### src/rtl/serial_adder_ctrl_if.sv
// Requester-side handshake and operand bus for serial_adder_ctrl.
// The sub select only exists when SERIAL_ADDER_SUB_EN is defined.
interface serial_adder_ctrl_if #(
  parameter int WIDTH = 8
);
  logic             start;
  logic [WIDTH-1:0] a;
  logic [WIDTH-1:0] b;
  logic             cin;
`ifdef SERIAL_ADDER_SUB_EN
  logic             sub;
`endif
  logic             busy;
  logic             done;
  logic [WIDTH-1:0] sum;
  logic             cout;

`ifdef SERIAL_ADDER_SUB_EN
  modport master (output start, a, b, cin, sub, input busy, done, sum, cout);
  modport slave  (input start, a, b, cin, sub, output busy, done, sum, cout);
`else
  modport master (output start, a, b, cin, input busy, done, sum, cout);
  modport slave  (input start, a, b, cin, output busy, done, sum, cout);
`endif
endinterface

### src/rtl/serial_adder_ctrl.sv
// Bit-serial adder sequencer: one full-adder cell reused over WIDTH bits,
// LSB first, one bit per clock, framed by a start/busy/done handshake.
// Optional feature macro: SERIAL_ADDER_SUB_EN (adds the sub select; a-b via
// inverted b and forced carry-in).
//
// state | meaning
// ------+-------------------------------------------------------------
// IDLE  | waiting for start; operands captured on the accepting edge
// RUN   | one bit per cycle through the adder cell, cnt counts bits
// DONE  | one-cycle done strobe, sum/cout valid, then back to IDLE
module serial_adder_ctrl #(
  parameter int WIDTH = 8
) (
  input  logic                 clk,
  input  logic                 rst,
  serial_adder_ctrl_if.slave   bus
);
  localparam int CW = (WIDTH > 1) ? $clog2(WIDTH) : 1;
  localparam logic [CW-1:0] CNT_LAST = CW'(WIDTH - 1);

  typedef enum logic [1:0] {
    IDLE    = 2'd0,
    RUN     = 2'd1,
    DONE_ST = 2'd2
  } state_t;

  state_t           state_q, state_d;
  logic [WIDTH-1:0] sa_q, sa_d;
  logic [WIDTH-1:0] sb_q, sb_d;
  // The bit shifted out of the bottom of the result register is never read,
  // so only the upper WIDTH-1 result bits are stored.
  logic [WIDTH-2:0] sr_q, sr_d;
  logic             carry_q, carry_d;
  logic [CW-1:0]    cnt_q, cnt_d;
  logic             busy_q, busy_d;
  logic             done_q, done_d;
  logic [WIDTH-1:0] sum_q, sum_d;
  logic             cout_q, cout_d;

  logic             s_bit;
  logic             carry_nxt;
  logic [WIDTH-1:0] sr_shift;

  // Next-state, datapath and registered-output computation.
  always_comb begin
    state_d   = state_q;
    sa_d      = sa_q;
    sb_d      = sb_q;
    sr_d      = sr_q;
    carry_d   = carry_q;
    cnt_d     = cnt_q;
    sum_d     = sum_q;
    cout_d    = cout_q;

    s_bit     = sa_q[0] ^ sb_q[0] ^ carry_q;
    carry_nxt = (sa_q[0] & sb_q[0]) | (sb_q[0] & carry_q) | (sa_q[0] & carry_q);
    sr_shift  = {s_bit, sr_q};

    case (state_q)
      IDLE: begin
        if (bus.start) begin
          sa_d    = bus.a;
          sb_d    = bus.b;
          carry_d = bus.cin;
`ifdef SERIAL_ADDER_SUB_EN
          if (bus.sub) begin
            sb_d    = ~bus.b;
            carry_d = 1'b1;
          end
`endif
          cnt_d   = '0;
          state_d = RUN;
        end
      end
      RUN: begin
        sa_d    = {1'b0, sa_q[WIDTH-1:1]};
        sb_d    = {1'b0, sb_q[WIDTH-1:1]};
        carry_d = carry_nxt;
        sr_d    = sr_shift[WIDTH-1:1];
        if (cnt_q == CNT_LAST) begin
          // Last bit: publish the full result; cnt holds so it never wraps.
          sum_d   = sr_shift;
          cout_d  = carry_nxt;
          state_d = DONE_ST;
        end else begin
          cnt_d = cnt_q + CW'(1);
        end
      end
      DONE_ST: state_d = IDLE;
      default: state_d = IDLE;
    endcase

    busy_d = (state_d != IDLE);
    done_d = (state_d == DONE_ST);
  end

  // All state and outputs registered; asynchronous reset clears everything.
  always_ff @(posedge clk or posedge rst) begin
    if (rst) begin
      state_q <= IDLE;
      sa_q    <= '0;
      sb_q    <= '0;
      sr_q    <= '0;
      carry_q <= 1'b0;
      cnt_q   <= '0;
      busy_q  <= 1'b0;
      done_q  <= 1'b0;
      sum_q   <= '0;
      cout_q  <= 1'b0;
    end else begin
      state_q <= state_d;
      sa_q    <= sa_d;
      sb_q    <= sb_d;
      sr_q    <= sr_d;
      carry_q <= carry_d;
      cnt_q   <= cnt_d;
      busy_q  <= busy_d;
      done_q  <= done_d;
      sum_q   <= sum_d;
      cout_q  <= cout_d;
    end
  end

  assign bus.busy = busy_q;
  assign bus.done = done_q;
  assign bus.sum  = sum_q;
  assign bus.cout = cout_q;
endmodule

### src/flat_wrapper.sv
// flat-port wrapper written by rule: the top's interface ports become plain ports
module serial_adder_ctrl_flat 
#(
  parameter int WIDTH = 8
)
  (clk, rst, bus_start, bus_a, bus_b, bus_cin, bus_busy, bus_done, bus_sum, bus_cout);
  serial_adder_ctrl_if #(.WIDTH(WIDTH)) bus_i ();
  input  logic clk;
  input  logic rst;
  input wire logic [$bits(bus_i.start)-1:0] bus_start;
  input wire logic [$bits(bus_i.a)-1:0] bus_a;
  input wire logic [$bits(bus_i.b)-1:0] bus_b;
  input wire logic [$bits(bus_i.cin)-1:0] bus_cin;
  output wire logic [$bits(bus_i.busy)-1:0] bus_busy;
  output wire logic [$bits(bus_i.done)-1:0] bus_done;
  output wire logic [$bits(bus_i.sum)-1:0] bus_sum;
  output wire logic [$bits(bus_i.cout)-1:0] bus_cout;
  assign bus_i.start = bus_start;
  assign bus_i.a = bus_a;
  assign bus_i.b = bus_b;
  assign bus_i.cin = bus_cin;
  assign bus_busy = bus_i.busy;
  assign bus_done = bus_i.done;
  assign bus_sum = bus_i.sum;
  assign bus_cout = bus_i.cout;
  serial_adder_ctrl #(.WIDTH(WIDTH)) u_core (.clk(clk), .rst(rst), .bus(bus_i));
endmodule
### config.mk
export PLATFORM = sky130hd
export DESIGN_NAME = serial_adder_ctrl_flat
export DESIGN_NICKNAME = d
export VERILOG_FILES = /design/src/rtl/serial_adder_ctrl_if.sv /design/src/rtl/serial_adder_ctrl.sv /design/src/flat_wrapper.sv
export SDC_FILE = /design/constraint.sdc
export NUM_CORES = 1
export LEC_CHECK = 0
export BUFFER_PORTS_ARGS = -buffer_cell sky130_fd_sc_hd__buf_2
export CORE_MARGIN = 5
export CORE_UTILIZATION = 59
export CTS_BUF_LIST = sky130_fd_sc_hd__clkbuf_8 sky130_fd_sc_hd__clkbuf_16
export DETAILED_ROUTE_END_ITERATION = 16
export GPL_ROUTABILITY_DRIVEN = 0
export PLACE_DENSITY = 0.83
export SYNTH_ARGS = -nofsm -noshare
export SYNTH_HDL_FRONTEND = slang
export SYNTH_SLANG_ARGS = --single-unit
export TNS_END_PERCENT = 50
### constraint.sdc
create_clock -name clk -period 3.4 [get_ports clk]
set_input_delay 0.68 -clock clk [delete_from_list [all_inputs] [get_ports clk]]
set_output_delay 0.68 -clock clk [all_outputs]
set_load 0.03 [all_outputs]
==> results of run 1 <==
[critical path, stage by stage (launching register included)]
cell	delay (ns)
dfrtp_1	1.12
nor2b_1	0.72
mux2_2	0.42
[synth_stat cells, drive strengths merged (2+ instances only)]
cell type,instances,area [µm²]
a221oi,14,123
buf,10,67.6
clkbuf,2,7.51
dfrtp,40,1000
ha,2,25.0
inv,21,78.8
mux2,16,180
nand2,2,7.51
nand2b,2,12.5
nand3,3,15.0
nor2,10,37.5
nor4b,14,123
nor4bb,2,20.0
o221ai,3,26.3
[layer usage]
metal / GRT usage / vias up / part of all wire
met2: 0.332 / 34 / 0.53
li1: - / 603 / -
met4: 0.101 / 0 / 0.024
met3: 0.0462 / 7 / 0.042
met5: 0 / - / 0
met1: 0.240 / 639 / 0.40
[per-stage QoR]
stage | setup WS (ns) | hold WS [ns] | instance area, µm² | std cells | total power [mW]
final | 1.04 | 0.419 | 2120 | 213 | 2.26
after detailed placement | 1.06 | 0.483 | 1960 | 205 | 1.75
after global routing | 0.893 | 0.479 | 2120 | 213 | 2.42
after CTS | 1.07 | 0.435 | 2120 | 213 | 2.28
after floorplan | 1.80 | 0.450 | 1830 | 152 | 1.55
after global placement | 1.17 | 0.461 | 1960 | 205 | 1.67
[state kept, by name (all words and copies together) (netlist names)]
register / flops
u_core.bus.busy: 1
u_core.bus.cout: 1
u_core.bus.done: 1
u_core.bus.sum: 8
u_core.carry_q: 1
u_core.cnt_q: 3
u_core.sa_q: 8
u_core.sb_q: 8
u_core.sr_q: 7
u_core.state_q: 2
[cell families after synthesis]
kind of cell	share of synthesized area
fa+ha+maj	0.0246
compound gates	0.105
mux	0.0985
flops	0.547
simple gates	0.140
buf+inv	0.0841
[how the worst min path moves through the flow]
| stage | startpoint | end | slack [ns] | cells after the start |
|---|---|---|---|---|
| 3_3_place_gp | u_core.sa_q[7]$_DFFE_PP0P_ | u_core.sa_q[7]$_DFFE_PP0P_ | 0.46 | 1 |
| 4_1_cts | rst | u_core.bus.sum[5]$_DFFE_PP0P_ | 0.44 | 2 |
| 2_1_floorplan | u_core.sa_q[7]$_DFFE_PP0P_ | u_core.sa_q[7]$_DFFE_PP0P_ | 0.45 | 1 |
| 6_report | rst | u_core.bus.sum[5]$_DFFE_PP0P_ | 0.42 | 2 |
| 3_5_place_dp | u_core.sa_q[7]$_DFFE_PP0P_ | u_core.sa_q[7]$_DFFE_PP0P_ | 0.48 | 1 |
| 5_1_grt | rst | u_core.bus.sum[4]$_DFFE_PP0P_ | 0.48 | 2 |
[where the power goes]
part / internal, mW / switching, mW
sequential: 0.707 / 0.205
combinational: 0.385 / 0.436
clock: 0.367 / 0.161
total: 1.46 / 0.802
[layout make-up]
type	count	share of cell area
timing repair buffer	32	0.0779
clock inverter	3	0.0425
multi-input combinational	79	0.318
clock buffer	5	0.0325
tap	33	0.0195
sequential	40	0.472
inverter	21	0.0372
==> run_results.csv, run 1 <==
group,metric,value,unit
cts,clk_path_buf_depth,2,
global_route,gr-total-overflow,0,
worst_setup_path,arrival,2.55,ns
yosys,synth_area,1830,µm²
worst_setup_path,cp_max_fo,39,
yosys,synth_ff_type,"dfrtp_1",
sta,finalMaxSlewViolations,0,
yosys,ys_seq_elements,40,
routing,wirelength,3620,µm
routing,first_pass_iters,4,
placed_design,portBuffers,30,
worst_setup_path,rr_endpoint,"u_core.sr_q[3]$_DFFE_PP0P_",
pwr,power_density,1070,nW/µm²
yosys,seq_area_frac_synth,0.547,
cts,htree_levels,2,
final_layout,final_common_cell,"dfrtp_1",
cts,cts.clk_slew.worst_paths,0.08,ns
global_route,antenna_found_initial,0,
die,start_util,0.609,
worst_setup_path,crit_end,"u_core.sr_q[3]$_DFFE_PP0P_",
yosys,synth_edf_count,0,
pwr,leakage,1.01,nW
cts,cts.sinks,40,
final_layout,n_antenna_cell,0,
sta,hold_viol,0,
sta,clock_skew,0.00755,ns
sta,period_needed,2.36,ns
routing,post_drt_wl_per_cell,17.0,µm
sta,tightest_slew,1.17,ns
cts,cts_resized,0,
yosys,synth_nets,175,
worst_setup_path,end_kind,"register",
yosys,ys_warn_count,0,
worst_setup_path,path_class,"reg2reg",
flow_run,cap_violations,0,
die,die-area,4310,µm²
global_route,grt_max_degree,40,
routing,ant_nets,0,
global_route,grt_pass1_wl,6240,µm
routing,drcViolationCount,0,
global_route,grt_use_total,0.199,
sta,fin_crit_sh,0.695,
cts,cts_tree,"done",
sta,setup_viol,0,
cts,clk_latency,0.29,ns
die,coreArea,3000,µm²
pwr,vdd_drop_max,0.000552,V
min_path,hp-class,"in2async",
final_layout,fin_util,0.706,
yosys,syn_inst,152,
worst_setup_path,timing.rr.start,"u_core.state_q[0]$_DFF_PP0_",
die,die_w,65.7,µm
placed_design,dp_hpwl,2530,µm
final_layout,layout-drive-gt1-share,0.333,
routing,vias_per_cell,6.02,
worst_setup_path,worstSetupStartpoint,"u_core.state_q[0]$_DFF_PP0_",
worst_setup_path,r2r_cells,2,
final_layout,nNetsFinal,202,
die,rows,20,
final_layout,multi_input_area,674,µm²
worst_setup_path,r2r_slack,1.04,ns
final_layout,n_fill_cell,255,
routing,dr.first_iter.drc_count,49,
worst_setup_path,critPathLaunchType,"register",
final_layout,final_cell_mix,"dfrtp_1, buf_2, inv_1",
routing,dr_total_vias,1283,
sta,maxSlewHeadroom,0.222,
sta,tns,0,ns
yosys,syn_avg_cell_area,12.0,µm²
cts,numCtsBuffers,5,
final_layout,syn_to_final_growth,15.9,%
final_layout,seq_area,1000,µm²
sta,grt_setup_unrepaired,"no",
cts,postCtsSetupRepairBufs,0,
worst_setup_path,cp.required,3.58,ns
cts,hold_buffers,0,
die,io_pins,31,
yosys,yosys.cell_types.count,27,
cts,cts_root_buffer,"clkbuf_8",
global_route,grt_pass1_vias,1311,
sta,fmax,423,MHz
yosys,synthArstFlopShare,1.00,
status,status,"complete, no violations",
die,fp.dieH,65.7,µm
No activity file was read; power rests on OpenSTA's default activity.
==> run 2, diff against run 1 <==
CORE_UTILIZATION = 55   (was 59)
PLACE_DENSITY = 0.78   (was 0.83)
clock period = 2.45 ns   (was 3.4 ns; I/O delays follow)
==> run 2 against run 1 <==
  * Non-clock buffer count rose by 3
  * Clock-buffer cell count unchanged
  * Cell area decreased by 0.41%
  * Sequential power grew 32%
  * Worst hold slack worse by 0.11 ns
  * Maximum frequency up 40%
  * Sequential share of layout area is 0.20 points higher
  * Critical path type unchanged
  * Via count grew 1.2%
==> run_results.csv, run 2 (synthesis results as in run 1) <==
group,metric,value,unit
sta,period_needed,1.69,ns
global_route,grt_use_total,0.178,
routing,drt-met1-wl,1490,µm
routing,highest_layer,"met4",
cts,htree_levels,2,
cts,numCtsBuffers,5,
cts,clk_path_buf_depth,2,
die,die-area,4580,µm²
cts,postCtsSetupRepairBufs,0,
cts,clk_latency,0.29,ns
worst_setup_path,critPathLaunchType,"register",
flow_run,cap_violations,0,
die,start_util,0.557,
pwr,power_density,1410,nW/µm²
cts,hold_buffers,0,
global_route,gr-total-overflow,0,
die,io_pins,31,
worst_setup_path,max_stage_delay,0.60,ns
sta,clock_skew,0.00565,ns
sta,fin_crit_sh,0.691,
global_route,antenna_found_initial,0,
worst_setup_path,slowest_stage,"dfrtp_1",
cts,cts_tree,"done",
final_layout,final_common_cell,"dfrtp_1",
final_layout,nNetsFinal,205,
worst_setup_path,cp.required,2.63,ns
worst_setup_path,critPathTopFamily,"flip-flops",
worst_setup_path,crit_buf_inv,1,
worst_setup_path,arrival,1.87,ns
pwr,leakage,1.00,nW
cts,cts.sinks,40,
sta,setup_viol,0,
sta,maxSlewHeadroom,0.599,
sta,finalMaxSlewViolations,0,
sta,fmax,591,MHz
routing,first_pass_iters,4,
global_route,grt_max_degree,41,
worst_setup_path,end_kind,"register",
worst_setup_path,crit_chain,"buf_4 -> or4b_1 -> o221a_2",
min_path,hp-class,"in2async",
routing,routed-wl-met3,190,µm
routing,post_drt_wl_per_cell,15.4,µm
routing,dr.first_iter.drc_count,33,
worst_setup_path,path_class,"reg2reg",
routing,vias_per_cell,5.67,
sta,tns,0,ns
routing,ant_nets,0,
sta,grt_setup_unrepaired,"no",
die,coreArea,3280,µm²
routing,drcViolationCount,0,
status,status,"complete, no violations",
final_layout,layout-drive-gt1-share,0.344,
worst_setup_path,cp_max_fo,20,
routing,dr_total_vias,1298,
routing,wirelength,3530,µm
routing,met2_wirelength,1770,µm
global_route,grt_pass1_vias,1351,
final_layout,syn_to_final_growth,15.4,%
die,die_w,67.7,µm
final_layout,n_antenna_cell,0,
die,fp.dieH,67.7,µm
die,rows,21,
global_route,grt_pass1_wl,5980,µm
cts,cts.clk_slew.worst_paths,0.08,ns
placed_design,place_area,2000,µm²
cts,cts_resized,0,
final_layout,final_cell_mix,"dfrtp_1, buf_2, inv_1",
sta,tightest_slew,0.601,ns
placed_design,dp_hpwl,2440,µm
placed_design,portBuffers,30,
sta,hold_viol,0,
pwr,vdd_drop_max,0.000554,V
cts,cts_root_buffer,"clkbuf_8",
final_layout,finalInstanceArea,2110,µm²
run 2: report_power, final:
part | internal (mW) | switching [mW]
Clock | 0.301 | 0.228
Combinational | 0.566 | 0.670
Sequential | 0.982 | 0.222
run 2: layout make-up:
type / count / area, µm²
clock buffers: 5 / 68.8
clock inverters: 3 / 42.5
fillers: 279 / 1170
inverters: 21 / 78.8
multi-input cells: 79 / 674
flip-flops and latches: 40 / 1000
well taps: 46 / 57.6
repair buffers: 35 / 188
run 2: path summary, 6_finish.rpt:
path / startpoint / to / slack (ns) / depth (start not counted)
worst min register to register: u_core.sa_q[7]$_DFFE_PP0P_ / u_core.sa_q[7]$_DFFE_PP0P_ / 0.49 / 1
worst max register to register: u_core.state_q[1]$_DFF_PP0_ / u_core.sb_q[6]$_DFFE_PP0P_ / 0.76 / 3
worst min-delay path: rst / u_core.sr_q[4]$_DFFE_PP0P_ / 0.30 / 3
worst max-delay path: u_core.state_q[1]$_DFF_PP0_ / u_core.sb_q[6]$_DFFE_PP0P_ / 0.76 / 3
max in group asynchronous: rst / u_core.cnt_q[1]$_DFFE_PP0P_ / 1.79 / 3
min in group clk: u_core.sa_q[7]$_DFFE_PP0P_ / u_core.sa_q[7]$_DFFE_PP0P_ / 0.49 / 1
run 2: worst min-delay path, cell delays in order:
cell	delay, ns
buf_2	0.10
inv_1	0.04
buf_4	0.42
run 2: per-layer routing:
metal  track usage  up-vias
met2         0.294       43
met5             0        -
met4         0.104        0
met3        0.0383       13
li1              -      602
met1         0.211      640
run 2: per-stage QoR:
stage	util	setup slack (ns)	cells	hold slack [ns]	total power, mW
after floorplan	-	0.953	152	0.450	2.15
after global placement	0.609	0.852	221	0.464	2.36
after detailed placement	0.609	0.788	221	0.467	2.46
after CTS	0.643	0.763	229	0.326	3.00
after global routing	0.643	0.666	229	0.361	3.19
final	0.643	0.757	229	0.305	2.97
